$ cat config.mk
export PLATFORM = sky130hd
export DESIGN_NAME = sram_program_loader_flat
export DESIGN_NICKNAME = d
export VERILOG_FILES = /design/src/rtl/slc3_pkg.sv /design/src/rtl/sram_program_loader_if.sv /design/src/rtl/sram_bus_mux.sv /design/src/rtl/sram_program_loader.sv /design/src/flat_wrapper.sv
export SDC_FILE = /design/constraint.sdc
export NUM_CORES = 1
export LEC_CHECK = 0
export CAP_MARGIN = 20
export CELL_PAD_IN_SITES_DETAIL_PLACEMENT = 1
export CELL_PAD_IN_SITES_GLOBAL_PLACEMENT = 1
export CORE_MARGIN = 2
export CORE_UTILIZATION = 33
export DETAILED_ROUTE_END_ITERATION = 8
export GPL_TIMING_DRIVEN = 1
export PLACE_DENSITY_LB_ADDON = 0.1
export SYNTH_ARGS = -nofsm -noshare
export SYNTH_HDL_FRONTEND = slang
export SYNTH_SLANG_ARGS = --single-unit
$ cat constraint.sdc
create_clock -name Clk -period 3.3 [get_ports Clk]
set_input_delay 0.825 -clock Clk [delete_from_list [all_inputs] [get_ports Clk]]
set_output_delay 0.825 -clock Clk [all_outputs]
set_load 0.02 [all_outputs]
$ cat src/rtl/slc3_pkg.sv
// Shared SLC-3 SRAM definitions: bus widths, loader FSM states, the bundled
// SRAM bus record and small arithmetic helpers.
package slc3_pkg;

   localparam int SRAM_ADDR_W = 20;
   localparam int WORD_W      = 16;

   typedef enum logic [3:0] {
      ST_IDLE   = 4'd0,
      ST_FETCH  = 4'd1,
      ST_WSETUP = 4'd2,
      ST_WPULSE = 4'd3,
      ST_WHOLD  = 4'd4,
      ST_VFETCH = 4'd5,
      ST_VREAD1 = 4'd6,
      ST_VREAD2 = 4'd7,
      ST_VCMP   = 4'd8,
      ST_DONE   = 4'd9
   } loader_state_t;

   typedef struct packed {
      logic                   ce;
      logic                   ub;
      logic                   lb;
      logic                   oe;
      logic                   we;
      logic [SRAM_ADDR_W-1:0] addr;
      logic [WORD_W-1:0]      data;
      logic                   drive;
   } sram_bus_t;

   // All strobes deasserted (active-low) and the data bus released.
   localparam sram_bus_t BUS_IDLE = '{
      ce: 1'b1, ub: 1'b1, lb: 1'b1, oe: 1'b1, we: 1'b1,
      addr: {SRAM_ADDR_W{1'b0}}, data: {WORD_W{1'b0}}, drive: 1'b0
   };

   function automatic logic [WORD_W-1:0] sat_inc(input logic [WORD_W-1:0] v);
      return (v == 16'hFFFF) ? v : v + 16'd1;
   endfunction

   // 16-bit wrapping word address with the upper SRAM address bits held at zero.
   function automatic logic [SRAM_ADDR_W-1:0] word_addr(input logic [15:0] base,
                                                        input logic [15:0] idx);
      logic [15:0] a;
      a = base + idx;
      return {4'h0, a};
   endfunction

endpackage

$ cat src/rtl/sram_program_loader_if.sv
// SRAM pin bundle. The master drives strobes/address/write data and receives
// the registered read data; the slave is the opposite view.
interface sram_program_loader_if;
   import slc3_pkg::*;

   logic                   CE;
   logic                   UB;
   logic                   LB;
   logic                   OE;
   logic                   WE;
   logic [SRAM_ADDR_W-1:0] ADDR;
   logic [WORD_W-1:0]      Data_write;
   logic                   tristate_output_enable;
   logic [WORD_W-1:0]      Data_read;

   modport master (
      output CE, UB, LB, OE, WE, ADDR, Data_write, tristate_output_enable,
      input  Data_read
   );

   modport slave (
      input  CE, UB, LB, OE, WE, ADDR, Data_write, tristate_output_enable,
      output Data_read
   );

endinterface

$ cat src/rtl/sram_bus_mux.sv
// Selects which side owns the SRAM pins: the loader while it is busy, the CPU
// otherwise. Purely combinational so ownership flips on the same edge as Busy.
module sram_bus_mux
   import slc3_pkg::*;
(
   input  logic      sel_loader_i,
   input  sram_bus_t loader_i,
   input  sram_bus_t cpu_i,
   output sram_bus_t bus_o
);

   // Bus ownership select
   always_comb begin
      if (sel_loader_i) begin
         bus_o = loader_i;
      end else begin
         bus_o = cpu_i;
      end
   end

endmodule

$ cat src/rtl/sram_program_loader.sv
// Copies a program image from a synchronous ROM into external SRAM before the
// SLC-3 starts, optionally reading every word back and counting mismatches.
module sram_program_loader
   import slc3_pkg::*;
#(
   parameter logic [15:0] START_ADDR = 16'h0000,
   parameter int          NUM_WORDS  = 256,
   parameter int          WE_CYCLES  = 2,
   parameter bit          VERIFY     = 1'b1
)(
   input  logic                   Clk,
   input  logic                   Reset,
   input  logic                   Start,
   output logic [15:0]            prog_addr,
   input  logic [WORD_W-1:0]      prog_data,
   sram_program_loader_if.slave   cpu,
   sram_program_loader_if.master  sram,
   output logic                   Busy,
   output logic                   Done,
   output logic [15:0]            Error_count
);

   localparam int             IDX_W    = $clog2(NUM_WORDS) + 1;
   localparam logic [IDX_W-1:0] LAST_IDX = IDX_W'(NUM_WORDS - 1);
   localparam logic [3:0]     WE_LOAD  = 4'(WE_CYCLES - 1);

   loader_state_t     state_q;
   logic [IDX_W-1:0]  idx_q;
   logic [3:0]        we_cnt_q;
   logic [WORD_W-1:0] word_q;
   logic [15:0]       prog_addr_q;
   logic              busy_q;
   logic              done_q;
   logic [15:0]       err_q;
   sram_bus_t         ld_q;

   logic [IDX_W-1:0]       idx_plus1;
   logic [SRAM_ADDR_W-1:0] cur_addr;
   logic                   cmp_err;
   sram_bus_t              cpu_bus;
   sram_bus_t              pin_bus;

   assign idx_plus1 = idx_q + IDX_W'(1);
   assign cur_addr  = word_addr(START_ADDR, 16'(idx_q));
   assign cmp_err   = (sram.Data_read != word_q);

   // Loader-owned SRAM cycle with CE and both byte lanes enabled.
   function automatic sram_bus_t bus_cycle(input logic [SRAM_ADDR_W-1:0] a,
                                           input logic [WORD_W-1:0] d,
                                           input logic oe, input logic we,
                                           input logic drive);
      return '{ce: 1'b0, ub: 1'b0, lb: 1'b0, oe: oe, we: we,
               addr: a, data: d, drive: drive};
   endfunction

   // Load sequencer: state, word index, WE pulse timer, verify counter and pin drive
   always_ff @(posedge Clk) begin
      if (Reset) begin
         state_q     <= ST_IDLE;
         idx_q       <= {IDX_W{1'b0}};
         we_cnt_q    <= 4'h0;
         word_q      <= 16'h0000;
         prog_addr_q <= 16'h0000;
         busy_q      <= 1'b0;
         done_q      <= 1'b0;
         err_q       <= 16'h0000;
         ld_q        <= BUS_IDLE;
      end else begin
         case (state_q)
            ST_IDLE, ST_DONE: begin
               if (Start) begin
                  state_q     <= ST_FETCH;
                  idx_q       <= {IDX_W{1'b0}};
                  prog_addr_q <= 16'h0000;
                  err_q       <= 16'h0000;
                  done_q      <= 1'b0;
                  busy_q      <= 1'b1;
                  ld_q        <= BUS_IDLE;
               end
            end
            ST_FETCH: begin
               state_q <= ST_WSETUP;
               ld_q    <= bus_cycle(cur_addr, word_q, 1'b1, 1'b1, 1'b1);
            end
            // ROM data for prog_addr arrives here, one clock after FETCH.
            ST_WSETUP: begin
               state_q  <= ST_WPULSE;
               word_q   <= prog_data;
               we_cnt_q <= WE_LOAD;
               ld_q     <= bus_cycle(cur_addr, prog_data, 1'b1, 1'b0, 1'b1);
            end
            ST_WPULSE: begin
               if (we_cnt_q == 4'h0) begin
                  state_q <= ST_WHOLD;
                  ld_q    <= bus_cycle(cur_addr, word_q, 1'b1, 1'b1, 1'b1);
               end else begin
                  we_cnt_q <= we_cnt_q - 4'h1;
               end
            end
            ST_WHOLD: begin
               ld_q <= BUS_IDLE;
               if (idx_q == LAST_IDX) begin
                  idx_q       <= {IDX_W{1'b0}};
                  prog_addr_q <= 16'h0000;
                  if (VERIFY) begin
                     state_q <= ST_VFETCH;
                  end else begin
                     state_q <= ST_DONE;
                     busy_q  <= 1'b0;
                     done_q  <= 1'b1;
                  end
               end else begin
                  idx_q       <= idx_plus1;
                  prog_addr_q <= 16'(idx_plus1);
                  state_q     <= ST_FETCH;
               end
            end
            ST_VFETCH: begin
               state_q <= ST_VREAD1;
               ld_q    <= bus_cycle(cur_addr, word_q, 1'b0, 1'b1, 1'b0);
            end
            ST_VREAD1: begin
               state_q <= ST_VREAD2;
               word_q  <= prog_data;
            end
            // Data_read is registered, so VCMP sees the pins as driven in VREAD2.
            ST_VREAD2: begin
               state_q <= ST_VCMP;
               ld_q    <= BUS_IDLE;
            end
            ST_VCMP: begin
               if (cmp_err) begin
                  err_q <= sat_inc(err_q);
               end
               if (idx_q == LAST_IDX) begin
                  idx_q   <= {IDX_W{1'b0}};
                  state_q <= ST_DONE;
                  busy_q  <= 1'b0;
                  done_q  <= 1'b1;
               end else begin
                  idx_q       <= idx_plus1;
                  prog_addr_q <= 16'(idx_plus1);
                  state_q     <= ST_VFETCH;
               end
            end
            default: begin
               state_q <= ST_IDLE;
               busy_q  <= 1'b0;
               done_q  <= 1'b0;
               ld_q    <= BUS_IDLE;
            end
         endcase
      end
   end

   assign cpu_bus = '{ce: cpu.CE, ub: cpu.UB, lb: cpu.LB, oe: cpu.OE, we: cpu.WE,
                      addr: cpu.ADDR, data: cpu.Data_write,
                      drive: cpu.tristate_output_enable};

   sram_bus_mux u_mux (
      .sel_loader_i (busy_q),
      .loader_i     (ld_q),
      .cpu_i        (cpu_bus),
      .bus_o        (pin_bus)
   );

   assign sram.CE                     = pin_bus.ce;
   assign sram.UB                     = pin_bus.ub;
   assign sram.LB                     = pin_bus.lb;
   assign sram.OE                     = pin_bus.oe;
   assign sram.WE                     = pin_bus.we;
   assign sram.ADDR                   = pin_bus.addr;
   assign sram.Data_write             = pin_bus.data;
   assign sram.tristate_output_enable = pin_bus.drive;
   assign cpu.Data_read               = sram.Data_read;

   assign prog_addr   = prog_addr_q;
   assign Busy        = busy_q;
   assign Done        = done_q;
   assign Error_count = err_q;

endmodule
$ cat src/flat_wrapper.sv
// flat-port wrapper written by rule: the top's interface ports become plain ports
module sram_program_loader_flat import slc3_pkg::*;
#(
   parameter logic [15:0] START_ADDR = 16'h0000,
   parameter int          NUM_WORDS  = 256,
   parameter int          WE_CYCLES  = 2,
   parameter bit          VERIFY     = 1'b1
)
  (Clk, Reset, Start, prog_addr, prog_data, Busy, Done, Error_count, cpu_CE, cpu_UB, cpu_LB, cpu_OE, cpu_WE, cpu_ADDR, cpu_Data_write, cpu_tristate_output_enable, cpu_Data_read, sram_CE, sram_UB, sram_LB, sram_OE, sram_WE, sram_ADDR, sram_Data_write, sram_tristate_output_enable, sram_Data_read);
  sram_program_loader_if cpu_i ();
  sram_program_loader_if sram_i ();
  input  logic Clk;
  input  logic Reset;
  input  logic Start;
  output logic [15:0] prog_addr;
  input  logic [WORD_W-1:0] prog_data;
  output logic Busy;
  output logic Done;
  output logic [15:0] Error_count;
  input wire logic [$bits(cpu_i.CE)-1:0] cpu_CE;
  input wire logic [$bits(cpu_i.UB)-1:0] cpu_UB;
  input wire logic [$bits(cpu_i.LB)-1:0] cpu_LB;
  input wire logic [$bits(cpu_i.OE)-1:0] cpu_OE;
  input wire logic [$bits(cpu_i.WE)-1:0] cpu_WE;
  input wire logic [$bits(cpu_i.ADDR)-1:0] cpu_ADDR;
  input wire logic [$bits(cpu_i.Data_write)-1:0] cpu_Data_write;
  input wire logic [$bits(cpu_i.tristate_output_enable)-1:0] cpu_tristate_output_enable;
  output wire logic [$bits(cpu_i.Data_read)-1:0] cpu_Data_read;
  output wire logic [$bits(sram_i.CE)-1:0] sram_CE;
  output wire logic [$bits(sram_i.UB)-1:0] sram_UB;
  output wire logic [$bits(sram_i.LB)-1:0] sram_LB;
  output wire logic [$bits(sram_i.OE)-1:0] sram_OE;
  output wire logic [$bits(sram_i.WE)-1:0] sram_WE;
  output wire logic [$bits(sram_i.ADDR)-1:0] sram_ADDR;
  output wire logic [$bits(sram_i.Data_write)-1:0] sram_Data_write;
  output wire logic [$bits(sram_i.tristate_output_enable)-1:0] sram_tristate_output_enable;
  input wire logic [$bits(sram_i.Data_read)-1:0] sram_Data_read;
  assign cpu_i.CE = cpu_CE;
  assign cpu_i.UB = cpu_UB;
  assign cpu_i.LB = cpu_LB;
  assign cpu_i.OE = cpu_OE;
  assign cpu_i.WE = cpu_WE;
  assign cpu_i.ADDR = cpu_ADDR;
  assign cpu_i.Data_write = cpu_Data_write;
  assign cpu_i.tristate_output_enable = cpu_tristate_output_enable;
  assign cpu_Data_read = cpu_i.Data_read;
  assign sram_CE = sram_i.CE;
  assign sram_UB = sram_i.UB;
  assign sram_LB = sram_i.LB;
  assign sram_OE = sram_i.OE;
  assign sram_WE = sram_i.WE;
  assign sram_ADDR = sram_i.ADDR;
  assign sram_Data_write = sram_i.Data_write;
  assign sram_tristate_output_enable = sram_i.tristate_output_enable;
  assign sram_i.Data_read = sram_Data_read;
  sram_program_loader #(.START_ADDR(START_ADDR), .NUM_WORDS(NUM_WORDS), .WE_CYCLES(WE_CYCLES), .VERIFY(VERIFY)) u_core (.Clk(Clk), .Reset(Reset), .Start(Start), .prog_addr(prog_addr), .prog_data(prog_data), .cpu(cpu_i), .sram(sram_i), .Busy(Busy), .Done(Done), .Error_count(Error_count));
endmodule
==> impl_metrics.env, run 1 <==
export IMPL_htreeDepth=3
export IMPL_synth_top_cell_area_share=0.362
export IMPL_clk_pin_slew_ns=0.06
export IMPL_vias=4877
export IMPL_cp_data_required_time_ns=2.47
export IMPL_die_height_um=126
export IMPL_pwr_share_clk=0.258
export IMPL_yosys_area_top_type="dfxtp_1"
export IMPL_use_met1=0.260
export IMPL_min_period_ns=2.95
export IMPL_status="complete, no violations"
export IMPL_dr_first_iter_drc_count=203
export IMPL_cp_start_kind="flip-flop"
export IMPL_wirelength_um=16200
export IMPL_min_path_cells=2
export IMPL_clk_latency_ns=0.35
export IMPL_ys_ff_latch=89
export IMPL_grt_first_pass_wirelength_um=26400
export IMPL_rrSetupSlack_ns=0.48
export IMPL_use_met3=0.0331
export IMPL_routedWlPerCell_um=17.4
export IMPL_reg2reg_depth=11
export IMPL_die_area_mm2=0.0159
export IMPL_r2r_start="u_core.idx_q[0]"
export IMPL_fmax_mhz=339
export IMPL_synth_edf_count=0
export IMPL_cts_buffer_depth=2
export IMPL_synth_top_family_by_area="simple AND/OR/NAND/NOR gates"
export IMPL_globalplace_congestion=0.808
export IMPL_drv_cap=0
export IMPL_cp_end_kind="primary output"
export IMPL_synthMuxAreaShare=0.0762
export IMPL_holdCritPathClass="flip-flop to flip-flop"
export IMPL_drive_gt1_frac=0.0952
export IMPL_antenna_cells=0
export IMPL_area_growth_pct=39.6
export IMPL_worst_pin_slew_ns=1.00
export IMPL_pwr_density_cell_mw_per_mm2=541
export IMPL_antenna_left=0
export IMPL_ir_worst_vdd_mv=0.252
export IMPL_globalRouteOverflowTotal=0
export IMPL_cts_resized=0
export IMPL_combPwrFrac=0.386
export IMPL_clock_sinks=89
export IMPL_yosys_top_cells_count="89 x dfxtp_1, 86 x nand2_1, 55 x a21oi_1"
export IMPL_synth_adder_area_share=0.0152
export IMPL_grt_max_degree=67
export IMPL_grt_antenna_before_repair=0
export IMPL_tns_ns=0
export IMPL_worstHoldEndpoint="u_core.prog_addr[7]"
export IMPL_timing_rr_end="u_core.prog_addr[4]"
export IMPL_synth_main_ff_cell="dfxtp_1"
export IMPL_crit_fanout=33
export IMPL_fp_dieW_um=126
export IMPL_finClkSkew_ns=0.00859
export IMPL_synth_compound_area_frac=0.167
export IMPL_core_area_mm2=0.0145
export IMPL_syn_inst=610
export IMPL_finalHoldViolations=0
export IMPL_viasPerCell=5.24
export IMPL_switching_share=0.365
export IMPL_cts_root_buf="clkbuf_16"
export IMPL_setup_viol=0
export IMPL_synth_simple_area_share=0.246
export IMPL_hold_start="u_core.prog_addr[7]"
export IMPL_drc=0
export IMPL_leakage_uw=0.00244
export IMPL_async_flop_share=0
export IMPL_track_usage=0.202
export IMPL_cts_hold_fix_buffers=0
export IMPL_rsz0062_at_grt="no"
export IMPL_cts_tree="done"
export IMPL_internal_power_uw=2360
export IMPL_cts_setup_buffers=0
export IMPL_port_buffers=161
export IMPL_synth_warnings=0
export IMPL_cts_buffers=9
export IMPL_hpwl_um=12100
export IMPL_top_usage_layer="met2"
export IMPL_synth_area_mm2=0.00492
export IMPL_synth_area_leaders="dfxtp_1 36%, nand2_1 6.6%, mux2_2 6.4%, a21oi_1 5.6%, nor2_1 4.0%"
export IMPL_finalCritPeriodShare=0.893
export IMPL_power_uw=3720
export IMPL_power_switching_uw=1360
export IMPL_num_rows=44
export IMPL_ys_seq_area_frac=0.362
export IMPL_dr_pass1_iters=4
export IMPL_worstPathArrival_ns=2.12
export IMPL_met2_usage=0.347
export IMPL_synth_most_common_cell="dfxtp_1"
export IMPL_fin_nets=824
export IMPL_syn_area_per_cell_um2=8.07
export IMPL_pwr_share_seq=0.357
export IMPL_ios=169
export IMPL_crit_type="flip-flop to primary output"
export IMPL_initial_core_util=0.339
export IMPL_relSlewSlack=0.332
export IMPL_synth_distinct_cells=60
export IMPL_drv_slew=0
export IMPL_first_global_vias=5081
export IMPL_yosys_area_share_xor_xnor=0.0498
==> worst max-delay path: stages (launching register included) <==
cell             delay (ns)
dfxtp_2                0.60
buf_12                 0.26
mux2_2                 0.36
clkdlybuf4s50_1        0.54
==> per-layer routing <==
layer | part of all wire | wire (µm) | vias to the layer above
li1 | - | - | 2392
met1 | 0.46 | 7540 | 2348
met2 | 0.48 | 7790 | 121
met3 | 0.038 | 616 | 16
met4 | 0.017 | 276 | 0
met5 | 0 | 0 | -
==> power groups by stage <==
stage | Sequential (µW) | Clock, µW | Combinational (µW)
after floorplan | 1280 | 0 | 937
after global placement | 1340 | 0 | 1420
after detailed placement | 1350 | 0 | 1450
after CTS | 1330 | 981 | 1450
after global routing | 1350 | 1020 | 1580
final | 1330 | 958 | 1430
==> metrics by stage <==
stage | setup slack (ns) | area, µm² | utilization | hold WS, ns | instances
after global routing | 0.133 | 6880 | 0.473 | 0.486 | 930
final | 0.353 | 6880 | 0.473 | 0.459 | 930
after floorplan | 0.884 | 4950 | - | 0.427 | 616
after CTS | 0.354 | 6880 | 0.473 | 0.463 | 930
after global placement | 0.408 | 6600 | 0.454 | 0.439 | 914
after detailed placement | 0.354 | 6600 | 0.454 | 0.448 | 914
==> layout make-up <==
type	count	area [µm²]
inverter	11	41.3
multi-input combinational	449	2770
clock buffer	10	229
clock inverter	6	42.5
fill	1722	7660
sequential	89	1780
timing repair buffer	181	1780
tap	184	230
==> registers in the layout, summed over array words and instances (netlist names) <==
name / count
u_core.ld_q: 29
u_core.Error_count: 16
u_core.word_q: 16
u_core.idx_q: 9
u_core.prog_addr: 9
u_core.state_q: 4
u_core.we_cnt_q: 4
u_core.Busy: 1
u_core.Done: 1
==> cells in the final DEF, fill, tap and decap left out, drive strengths merged, types with 3 or more instances in the layout <==
master         netlist  final
clkdlybuf4s50        0    160
dfxtp               89     89
nand2               86     86
a21oi               55     55
nor2                53     53
mux2                28     28
nor3                23     23
buf                 43     21
xnor2               20     20
o21ai               15     15
nor2b               14     14
nand3               13     13
inv                 11     13
nand4               10     10
clkbuf              24     10
nor4                 9      9
xor2                 8      8
a221oi               8      8
nand2b               7      7
or3                  7      7
a222oi               7      7
conb                 1      7
mux2i                6      6
ha                   6      6
a22oi                5      5
nand3b               5      5
or4                  4      4
a31oi                4      4
a21o                 4      4
o311ai               4      4
and3                 3      3
and2                 3      3
o21bai               3      3
==> logic make-up (layout without fill, tap and decap cells) <==
| logic type | count (synthesis) | in the layout |
|---|---|---|
| XOR/XNOR | 28 | 28 |
| AO/OA/AOI/OAI | 125 | 125 |
| AND/OR/NAND/NOR | 249 | 249 |
| other | 1 | 7 |
| multiplexers | 34 | 34 |
| flip-flops | 89 | 89 |
| buffers and inverters | 78 | 208 |
| adder cells (fa/ha/maj) | 6 | 6 |
==> how the worst max path moves through the flow <==
stage | from | end | slack (ns) | cells after the start
floorplan | u_core.idx_q[0] | u_core.idx_q[3] | 0.88 | 11
global placement | cpu_ADDR[10] | sram_ADDR[10] | 0.41 | 3
detailed placement | cpu_CE | sram_CE | 0.35 | 4
CTS | cpu_CE | sram_CE | 0.35 | 4
global route | u_core.idx_q[0] | u_core.prog_addr[4] | 0.13 | 11
finish | u_core.Busy | sram_Data_write[14] | 0.35 | 3
No activity file was read; power rests on OpenSTA's default activity.
==> run 2: changes to the inputs <==
CTS_CLUSTER_SIZE = 10   (was not set)
==> results of run 2 <==
No change in the layout: final DEF, timing and power equal those of run 1.
